File: config.mk
export PLATFORM = sky130hd
export DESIGN_NAME = control_contador_regresivo
export DESIGN_NICKNAME = d
export VERILOG_FILES = /design/src/rtl/control_contador_regresivo.sv
export SDC_FILE = /design/constraint.sdc
export NUM_CORES = 1
export LEC_CHECK = 0
export CAP_MARGIN = 10
export CELL_PAD_IN_SITES_DETAIL_PLACEMENT = 0
export CELL_PAD_IN_SITES_GLOBAL_PLACEMENT = 2
export CORE_MARGIN = 1
export CORE_UTILIZATION = 37
export DETAILED_ROUTE_END_ITERATION = 10
export PLACE_DENSITY = 0.91
export RECOVER_POWER = 25
export SLEW_MARGIN = 40
export SYNTH_ARGS = -nofsm -noshare
export SYNTH_HDL_FRONTEND = slang
export SYNTH_SLANG_ARGS = --single-unit
File: constraint.sdc
create_clock -name clk -period 5.5 [get_ports clk]
set_input_delay 0.825 -clock clk [delete_from_list [all_inputs] [get_ports clk]]
set_output_delay 0.825 -clock clk [all_outputs]
set_load 0.005 [all_outputs]
File: src/rtl/control_contador_regresivo.sv
// Sequencer for the contador_regresivo countdown counter.
// It conditions the start and pause buttons, loads the start value into the
// counter and paces single-cycle decrement strobes from a clock prescaler.
// Counting stops at zero and the counter is never decremented below it.
module control_contador_regresivo #(
  parameter int WIDTH    = 6,
  parameter int TICK_DIV = 50_000_000
) (
  input  logic             clk,
  input  logic             reset,
  input  logic             start,
  input  logic             pause,
  input  logic [WIDTH-1:0] load_val,
  input  logic [WIDTH-1:0] cnt_val,
  output logic [WIDTH-1:0] cnt_num,
  output logic             cnt_load_n,
  output logic             cnt_dec_n,
  output logic             running,
  output logic             done,
  output logic [2:0]       state
);

  localparam int            PW = $clog2(TICK_DIV);
  localparam logic [PW-1:0] TC = PW'(TICK_DIV - 1);

  typedef enum logic [2:0] {
    S_IDLE  = 3'd0,
    S_LOAD  = 3'd1,
    S_RUN   = 3'd2,
    S_PAUSE = 3'd3,
    S_DONE  = 3'd4
  } state_t;

  // Button conditioning: two-flop synchronizers followed by edge flops
  logic r_start_s1, r_start_s2, r_start_d;
  logic r_pause_s1, r_pause_s2, r_pause_d;
  logic w_start_ev, w_pause_ev;

  // Controller state and registered outputs
  state_t          r_state, w_state;
  logic [PW-1:0]   r_presc, w_presc;
  logic [WIDTH-1:0] r_num, w_num;
  logic            r_load_n, w_load_n;
  logic            r_dec_n, w_dec_n;
  // Set while the final strobe (count 1 -> 0) is being issued
  logic            r_last, w_last;

  // Synchronize the asynchronous buttons and remember the previous level
  always_ff @(posedge clk or negedge reset) begin
    if (!reset) begin
      r_start_s1 <= 1'b0;
      r_start_s2 <= 1'b0;
      r_start_d  <= 1'b0;
      r_pause_s1 <= 1'b0;
      r_pause_s2 <= 1'b0;
      r_pause_d  <= 1'b0;
    end else begin
      r_start_s1 <= start;
      r_start_s2 <= r_start_s1;
      r_start_d  <= r_start_s2;
      r_pause_s1 <= pause;
      r_pause_s2 <= r_pause_s1;
      r_pause_d  <= r_pause_s2;
    end
  end

  // One event per press: rising edge of the synchronized level
  assign w_start_ev = r_start_s2 & ~r_start_d;
  assign w_pause_ev = r_pause_s2 & ~r_pause_d;

  // Next-state, prescaler and strobe decisions; start outranks pause everywhere
  always_comb begin
    w_state  = r_state;
    w_presc  = r_presc;
    w_num    = r_num;
    w_load_n = 1'b1;
    w_dec_n  = 1'b1;
    w_last   = 1'b0;
    case (r_state)
      S_IDLE: begin
        if (w_start_ev) begin
          w_num    = load_val;
          w_load_n = 1'b0;
          w_state  = S_LOAD;
        end
      end
      S_LOAD: begin
        w_presc = '0;
        w_state = (r_num == '0) ? S_DONE : S_RUN;
      end
      S_RUN: begin
        if (w_start_ev) begin
          w_num    = load_val;
          w_load_n = 1'b0;
          w_state  = S_LOAD;
        end else if (w_pause_ev) begin
          // Prescaler holds its value so the resume continues the interval
          w_last  = r_last;
          w_state = S_PAUSE;
        end else if (r_last) begin
          w_state = S_DONE;
        end else if (r_presc == TC) begin
          w_presc = '0;
          if (cnt_val == '0) begin
            w_state = S_DONE;
          end else begin
            w_dec_n = 1'b0;
            w_last  = (cnt_val == WIDTH'(1));
          end
        end else begin
          w_presc = r_presc + PW'(1);
        end
      end
      S_PAUSE: begin
        w_last = r_last;
        if (w_start_ev) begin
          w_num    = load_val;
          w_load_n = 1'b0;
          w_last   = 1'b0;
          w_state  = S_LOAD;
        end else if (w_pause_ev) begin
          w_state = S_RUN;
        end
      end
      S_DONE: begin
        if (w_start_ev) begin
          w_num    = load_val;
          w_load_n = 1'b0;
          w_state  = S_LOAD;
        end
      end
      default: begin
        w_state = S_IDLE;
      end
    endcase
  end

  // Register state, prescaler, load value and both strobes
  always_ff @(posedge clk or negedge reset) begin
    if (!reset) begin
      r_state  <= S_IDLE;
      r_presc  <= '0;
      r_num    <= '0;
      r_load_n <= 1'b1;
      r_dec_n  <= 1'b1;
      r_last   <= 1'b0;
    end else begin
      r_state  <= w_state;
      r_presc  <= w_presc;
      r_num    <= w_num;
      r_load_n <= w_load_n;
      r_dec_n  <= w_dec_n;
      r_last   <= w_last;
    end
  end

  assign cnt_num    = r_num;
  assign cnt_load_n = r_load_n;
  assign cnt_dec_n  = r_dec_n;
  assign running    = (r_state == S_RUN);
  assign done       = (r_state == S_DONE);
  assign state      = r_state;

endmodule

Yosys cells after proc, flatten, opt, wreduce, memory -nomap -nowiden
Cells that the tools add are included.
W data, S select, Z words.

storage, ports and cells
  word-level logic and storage cells = 72
  output and inout bits = 13
  input port bits = 16
  bits in registers = 44

operators by class
  equality and inequality tests = 15
  $add $sub $neg = 1
  mux-type cells = 30
  bitwise gates (word level) = 4
  reduce and logical (&&, ||, !) cells = 10

operators with widths
  cell                     count
  $mux W26                 4
  $pmux W26 S2             1
  $mux W3                  9
  $add A26 B1 Y26 const B  1
  $eq A26 B26 Y1 const B   1
  $mux W1                  14
  $logic_not A6 Y1         2
  $pmux W3 S4              1
  $ne A5 B1 Y1 const B     2
  $ne A2 B2 Y1 const B     4
  $reduce_and A4 Y1        2
  $eq A3 B2 Y1 const B     2
  $eq A6 B1 Y1 const B     1
  $ne A3 B3 Y1 const B     2
  $reduce_and A2 Y1        2
  $reduce_or A4 Y1         1
  $eq A3 B1 Y1 const B     1
  $eq A3 B3 Y1 const B     1
  $logic_not A3 Y1         1
  $and A1 B1 Y1            2
  $ne A2 B1 Y1 const B     1
  $not A1 Y1               2
  $pmux W1 S2              1
  $reduce_bool A2 Y1       1
  $reduce_or A2 Y1         1

Depth between registers and ports, before layout
Gate-level depths: netlist of the first run.

  word-level depth = 7
  gate-level depth with buffers = 8
  mapped depth without buffers = 6

Worst setup path before layout of the first run
No wires, ideal clock.

  path kind = in2reg
  start point = input port cnt_val[3]
  end point = register r_state[1] (netlist: state[1])
  arrival = 1.947 ns
  path slack = 3.423 ns
  buffers on the path = 0
  setup time = 0.131 ns
  required time = 5.369 ns
  stages on the path = 5
  path through = or4_1 -> nor3_1 -> o22ai_1 -> o21bai_1 -> a2bb2oi_1

on the way
  cells in the longest elaborated chain, start to end = 3

ends and longest elaborated chain
  what                         RTL line  text
  from (decl)                  14        input logic [WIDTH-1:0] cnt_val,
  $logic_not A6 Y1             104       if (cnt_val == '0) begin
  $ne A5 B1 Y1 (no line)       n/a
  $reduce_and A4 Y1 (no line)  n/a
  to (signal assigned)         148       r_state <= w_state;
  to (decl)                    40        state_t r_state, w_state;

No other way between the ends.
A chain may end at the register's enable or synchronous reset.

Final worst setup path of the first run
  start point = register r_state[1] (netlist: state[1])
  end point = output port running

on the way
  cells in the longest elaborated chain, start to end = 1

ends and longest elaborated chain
  what          RTL line  text
  $eq A3 B2 Y1  160       assign running = (r_state == S_RUN);
  to (decl)     18        output logic running,

No other way between the ends.

==> results of run 1 <==
## final cells by class
class	count	area, µm²
clock buffers	5	68.8
clock inverters	3	42.5
fillers	519	2990
inverters	4	15.0
multi-input cells	166	1060
flip-flops and latches	44	1100
well taps	72	90.1
repair buffers	28	274
## sequential cells by signal, indices dropped and copies added (netlist names)
| signal | count |
|---|---|
| r_presc | 26 |
| r_pause_d | 1 |
| r_start_s2 | 1 |
| cnt_num | 6 |
| r_last | 1 |
| cnt_load_n | 1 |
| r_pause_s1 | 1 |
| state | 3 |
| cnt_dec_n | 1 |
| r_start_s1 | 1 |
| r_pause_s2 | 1 |
| r_start_d | 1 |
## path summary, 6_finish.rpt
check	startpoint	to	slack, ns	cells after the start
setup / recovery	state[1]	running	2.59	3
hold / removal	r_start_s1	r_start_s2	0.35	0
setup reg to reg	r_presc[0]	r_presc[2]	3.33	6
hold reg to reg	r_start_s1	r_start_s2	0.35	0
max in group asynchronous	reset	r_presc[18]	2.86	1
min in group asynchronous	reset	r_presc[2]	1.25	1
## per-stage QoR
| step | instance area, µm² | hold slack [ns] |
|---|---|---|
| after floorplan | 2210 | 0.331 |
| after global routing | 2650 | 0.366 |
| final | 2650 | 0.353 |
| after global placement | 2540 | 0.332 |
| after CTS | 2660 | 0.355 |
| after detailed placement | 2540 | 0.335 |
## placed cells by master, fill, tap and decap left out, drive strengths merged, types with 3 or more instances in the layout
cell | netlist | routed
dfrtp | 42 | 42
clkdlybuf4s50 | 0 | 27
nand2 | 20 | 20
a21oi | 16 | 16
o21ai | 15 | 15
or3 | 13 | 13
nand3 | 13 | 13
nor2 | 9 | 9
and3 | 8 | 8
o31ai | 6 | 6
mux2 | 6 | 6
nor3 | 6 | 6
clkbuf | 4 | 6
and2 | 4 | 4
inv | 4 | 4
nand4 | 4 | 4
nor2b | 3 | 3
a211o | 3 | 3
or2 | 3 | 3
## where the power goes
part	switching [mW]	internal, mW	total, mW
Combinational	0.162	0.159	0.321
Clock	0.114	0.135	0.248
Sequential	0.0535	0.372	0.425
## logic make-up (layout without fill, tap and decap cells)
family          Yosys count  count (layout)  share of synthesized area
mux                       6               6                     0.0306
buf+inv                  12              40                     0.0226
flops                    44              44                      0.499
compound gates           61              61                      0.183
fa+ha+maj                 1               1                    0.00566
simple gates             95              95                      0.247
xor+xnor                  3               3                     0.0119
## synth_stat cells (2+ instances only)
cell / instances / area (µm²)
a211o_1: 3 / 26.3
a21oi_1: 16 / 80.1
a22o_1: 2 / 17.5
a2bb2oi_1: 2 / 17.5
and2_1: 4 / 25.0
and3_1: 6 / 37.5
and3_2: 2 / 15.0
and4_1: 2 / 17.5
buf_2: 4 / 20.0
clkbuf_1: 4 / 15.0
dfrtp_1: 42 / 1050
dfstp_2: 2 / 52.6
inv_1: 4 / 15.0
mux2_2: 6 / 67.6
nand2_1: 20 / 75.1
nand3_1: 11 / 55.1
nand3_2: 2 / 20.0
nand4_1: 4 / 25.0
nor2_1: 9 / 33.8
nor2b_1: 3 / 18.8
nor3_1: 5 / 25.0
o21ai_0: 15 / 75.1
o2bb2a_1: 2 / 20.0
o31ai_1: 6 / 45.0
o41ai_1: 2 / 17.5
or2_1: 2 / 12.5
or2b_1: 2 / 15.0
or3_1: 13 / 81.3
or4_1: 2 / 15.0
xnor2_1: 2 / 17.5
## metal layers
| metal | global-route usage | vias to the layer above | share of wire | routed length (µm) |
|---|---|---|---|---|
| li1 | - | 888 | - | - |
| met1 | 0.206 | 874 | 0.47 | 2270 |
| met2 | 0.291 | 16 | 0.49 | 2370 |
| met3 | 0.0322 | 4 | 0.023 | 108 |
| met4 | 0.0564 | 0 | 0.0096 | 46 |
| met5 | 0 | - | 0 | 0 |
==> impl_metrics.py, run 1 <==
metrics = {
    "run_status": {
        "status": "finished, violations left",
        "violations": "capacitance limit, slew limit",
    },
    "critical_path": {
        "startpoint_type": "flop",
        "arrival_ns": 2.09,
        "cp_cell_sequence": "inv_1 -> nor3_2 -> clkdlybuf4s50_1",
        "critical_path_class": "flop to output port",
        "path_buf_inv": 2,
        "crit_slowest_cell": "clkdlybuf4s50_1",
        "worstPathRequired_ns": 4.68,
        "crit_family": "buffers and inverters",
        "crit_path_max_fanout": 10,
        "slowest_delay_ns": 0.62,
        "end_kind": "output port",
    },
    "sta": {
        "hold_violations": 0,
        "min_period_over_period": 0.530,
        "timing.final.ws_setup_ns": 2.59,
        "slew_headroom": -0.610,
        "setup_tns_ns": 0,
        "layout_min_cycle_time_ns": 2.91,
        "finalMaxSlewViolations": 45,
        "fmax_mhz": 343,
        "grt_setup_unrepaired": "false",
        "clock_skew_ns": 0.00822,
        "worst_pin_slew_ns": 2.42,
        "setup-violations-final": 0,
    },
    "clock_tree": {
        "cts_tree": "yes",
        "post_cts_buffers": 0,
        "clk_latency_ns": 0.29,
        "cts-hold-fix-buffers": 0,
        "ctsResizeCount": 0,
        "ctsLongestPathBuffers": 2,
        "cts.htree.levels": 2,
        "cts_buffers": 5,
        "clk_pin_slew_ns": 0.09,
        "root_buffer": "clkbuf_8",
        "cts_sinks": 44,
    },
    "cells_and_area": {
        "syn_to_final_growth_pct": 19.9,
        "diodes": 0,
        "drive_above_1_share": 0.100,
        "postLayoutCoreUtil": 0.470,
        "fin_nets": 266,
        "instances_no_fill": 322,
    },
    "die": {
        "core-area_um2": 5640,
        "die_w_um": 79.3,
        "start_util": 0.392,
        "die_area_um2": 6290,
        "rows": 27,
        "dieHeight_um": 79.3,
        "pin_count": 29,
    },
    "synthesis": {
        "async_reset_ff_frac": 1.00,
        "syn_nets": 239,
        "synth_edf_count": 0,
        "yosys_most_used_dff": "dfrtp_1",
        "synth_cell_type_count": 53,
        "ys_ff_latch": 44,
        "ys_seq_area_frac": 0.499,
        "synth_area_um2": 2210,
        "syn_inst": 222,
        "avgSynthCellArea_um2": 9.96,
        "yosysWarnings": 0,
    },
    "place": {
        "io_buffers": 28,
        "dp_cells": 314,
        "preCtsSetupSlack_ns": 2.90,
        "dp_hpwl_mm": 3.37,
        "gp_congestion": 0.756,
    },
    "global_route": {
        "grt_max_degree": 45,
        "grt_pass1_vias": 1731,
        "antenna_found_initial": 0,
        "grt_pass1_wl_mm": 8.15,
        "overflow": 0,
        "grt_use_total": 0.167,
    },
    "power_and_ir_drop": {
        "irDropWorstVdd_mv": 0.188,
        "power.density_nw_per_um2": 375,
        "p_leak_nw": 1.02,
        "p_total_uw": 994,
    },
    "routing": {
        "routed_wl_mm": 4.80,
        "via_per_inst": 5.53,
        "drtIter0Drc": 108,
        "antenna_left": 0,
        "vias": 1782,
        "avgRoutedWirePerCell_um": 14.9,
        "drcViolationCount": 0,
        "drtPass1Iterations": 4,
    },
    "min_path": {
        "hp-class": "flop to flop",
    },
    "flow_run": {
        "drv_cap": 1,
    },
}
(Power assumes the default switching activity.)
==> run 2: changes to the inputs <==
--- a/config.mk
+++ b/config.mk
@@ -9,9 +9,9 @@
 export CELL_PAD_IN_SITES_DETAIL_PLACEMENT = 0
 export CELL_PAD_IN_SITES_GLOBAL_PLACEMENT = 2
 export CORE_MARGIN = 1
-export CORE_UTILIZATION = 37
+export CORE_UTILIZATION = 35
 export DETAILED_ROUTE_END_ITERATION = 10
-export PLACE_DENSITY = 0.91
+export PLACE_DENSITY = 0.87
 export RECOVER_POWER = 25
 export SLEW_MARGIN = 40
 export SYNTH_ARGS = -nofsm -noshare
==> constraint.sdc (replaced) <==
create_clock -name clk -period 2.8 [get_ports clk]
set_input_delay 0.42 -clock clk [delete_from_list [all_inputs] [get_ports clk]]
set_output_delay 0.42 -clock clk [all_outputs]
set_load 0.005 [all_outputs]
==> impl_metrics.py, run 2 (synthesis results as in run 1) <==
metrics = {
    "run_status": {
        "status": "completed",
    },
    "die": {
        "dieHeight_um": 81.5,
        "rows": 28,
        "die_area_um2": 6640,
        "core-area_um2": 5990,
        "die_w_um": 81.5,
        "pin_count": 29,
        "start_util": 0.369,
    },
    "power_and_ir_drop": {
        "irDropWorstVdd_mv": 0.383,
        "swShare": 0.329,
        "power.clock.fraction": 0.249,
        "power_frac_comb": 0.323,
        "internal_power_mw": 1.32,
        "switching_power_uw": 644,
        "power.density_nw_per_um2": 736,
        "pwr-share-seq": 0.428,
        "p_leak_nw": 1.02,
    },
    "critical_path": {
        "worst_r2r_endpoint": "r_presc[25]",
        "r2r-start": "state[2]",
        "endpoint": "r_presc[25]",
        "critical_path_class": "flop to flop",
        "startpoint_type": "flop",
        "end_kind": "flop",
        "crit_path_max_fanout": 11,
        "crit_slowest_cell": "dfrtp_1",
        "arrival_ns": 2.36,
        "worst-r2r-setup-slack_ns": 0.67,
        "slowest_delay_ns": 0.52,
        "setup.worst_path.start": "state[2]",
        "cp_cell_sequence": "nor4b_2 -> nand3_2 -> a2111o_1 -> or3_1 -> a21oi_1",
        "worstPathRequired_ns": 3.02,
        "reg2regPathDepth": 5,
    },
    "clock_tree": {
        "post_cts_buffers": 0,
        "cts_tree": "yes",
        "ctsResizeCount": 0,
        "clk_pin_slew_ns": 0.09,
        "cts.htree.levels": 2,
        "cts-hold-fix-buffers": 0,
        "cts_buffers": 5,
        "root_buffer": "clkbuf_8",
        "clk_latency_ns": 0.29,
        "ctsLongestPathBuffers": 2,
        "cts_sinks": 44,
    },
    "place": {
        "gp_congestion": 0.708,
        "io_buffers": 28,
        "dp_cells": 318,
        "dp_hpwl_mm": 3.26,
    },
    "sta": {
        "grt_setup_unrepaired": "false",
        "clock_skew_ns": 0.00598,
        "hold_ws_ns": 0.329,
        "layout_min_cycle_time_ns": 2.13,
        "setup-violations-final": 0,
        "slew_headroom": 0.253,
        "setup_tns_ns": 0,
        "finalMaxSlewViolations": 0,
        "min_period_over_period": 0.762,
        "fmax_mhz": 469,
        "hold_violations": 0,
        "worst_pin_slew_ns": 1.12,
    },
    "cells_and_area": {
        "final_cell_mix": "dfrtp_1, clkdlybuf4s50_1, nand2_1, a21oi_1, o21ai_0",
        "multiInputGateArea_um2": 1060,
        "drive_above_1_share": 0.108,
        "seqCellArea_um2": 1100,
        "instances_no_fill": 326,
        "syn_to_final_growth_pct": 20.5,
        "fill_cells": 572,
        "fin_nets": 267,
        "largest_register_ffs": 26,
        "diodes": 0,
        "largest-register": "r_presc",
        "mostFrequentLayoutCell": "dfrtp_1",
    },
    "flow_run": {
        "drv_cap": 0,
    },
    "routing": {
        "antenna_left": 0,
        "drtPass1Iterations": 4,
        "vias": 1778,
        "routed_wl_mm": 4.71,
        "drcViolationCount": 0,
        "avgRoutedWirePerCell_um": 14.5,
        "via_per_inst": 5.45,
        "drtIter0Drc": 75,
    },
    "global_route": {
        "grt_pass1_wl_mm": 8.08,
        "grt_max_degree": 45,
        "grt_pass1_vias": 1691,
        "antenna_found_initial": 0,
        "overflow": 0,
        "grt_use_total": 0.163,
    },
    "min_path": {
        "hp-class": "input pin to async pin",
    },
}
==> run 2: changes by cell type in the layout (fill, tap and decap cells not counted) <==
cell      before  now
buf_4          0    1
clkbuf_2       0    1
clkbuf_1       1    0
==> run 2: metrics by stage <==
stage	power [mW]	setup slack [ns]	cell area, µm²	utilization
2_1_floorplan	1.20	0.850	2210	-
5_1_grt	2.09	0.462	2660	0.445
6_report	1.96	0.666	2660	0.445
4_1_cts	1.99	0.612	2670	0.445
3_3_place_gp	1.49	0.642	2550	0.426
3_5_place_dp	1.50	0.550	2550	0.426
==> run 2: power groups by stage <==
| stage | logic (mW) | clock network (mW) | registers, mW |
|---|---|---|---|
| after floorplan | 0.386 | 0 | 0.812 |
| after global placement | 0.644 | 0 | 0.850 |
| after detailed placement | 0.646 | 0 | 0.850 |
| after CTS | 0.649 | 0.503 | 0.840 |
| after global routing | 0.703 | 0.529 | 0.855 |
| final | 0.633 | 0.489 | 0.838 |
==> run 2: layout make-up <==
type,count,area share
multi-input cells,166,0.397
repair buffers,29,0.106
flip-flops and latches,44,0.414
clock buffers,5,0.0258
well taps,75,0.0352
clock inverters,3,0.0160
inverters,4,0.00564
==> run 2: worst min-delay path by stage <==
stage	startpoint	end	slack [ns]	depth (start not counted)
after global placement	r_start_s1	r_start_s2	0.33	0
after floorplan	reset	cnt_num[0]	0.12	0
final	reset	r_presc[1]	0.33	1
after CTS	reset	r_last	0.14	1
after detailed placement	r_start_s1	r_start_s2	0.34	0
after global routing	r_start_s1	r_start_s2	0.36	0
==> run 2: metal layers <==
metal | vias to the layer above | share of wire | routed length [µm] | track usage
met5 | - | 0 | 0 | 0
met4 | 0 | 0.016 | 76 | 0.0643
met3 | 8 | 0.035 | 165 | 0.0389
met2 | 27 | 0.44 | 2080 | 0.248
met1 | 856 | 0.51 | 2390 | 0.221
li1 | 887 | - | - | -
==> run 2: critical path: cells and delay by family, from the launching register on <==
family,cells,cell delay [ns]
AND/OR/NAND/NOR,3,0.92
AO/OA/AOI/OAI,2,0.63
flip-flops,1,0.52
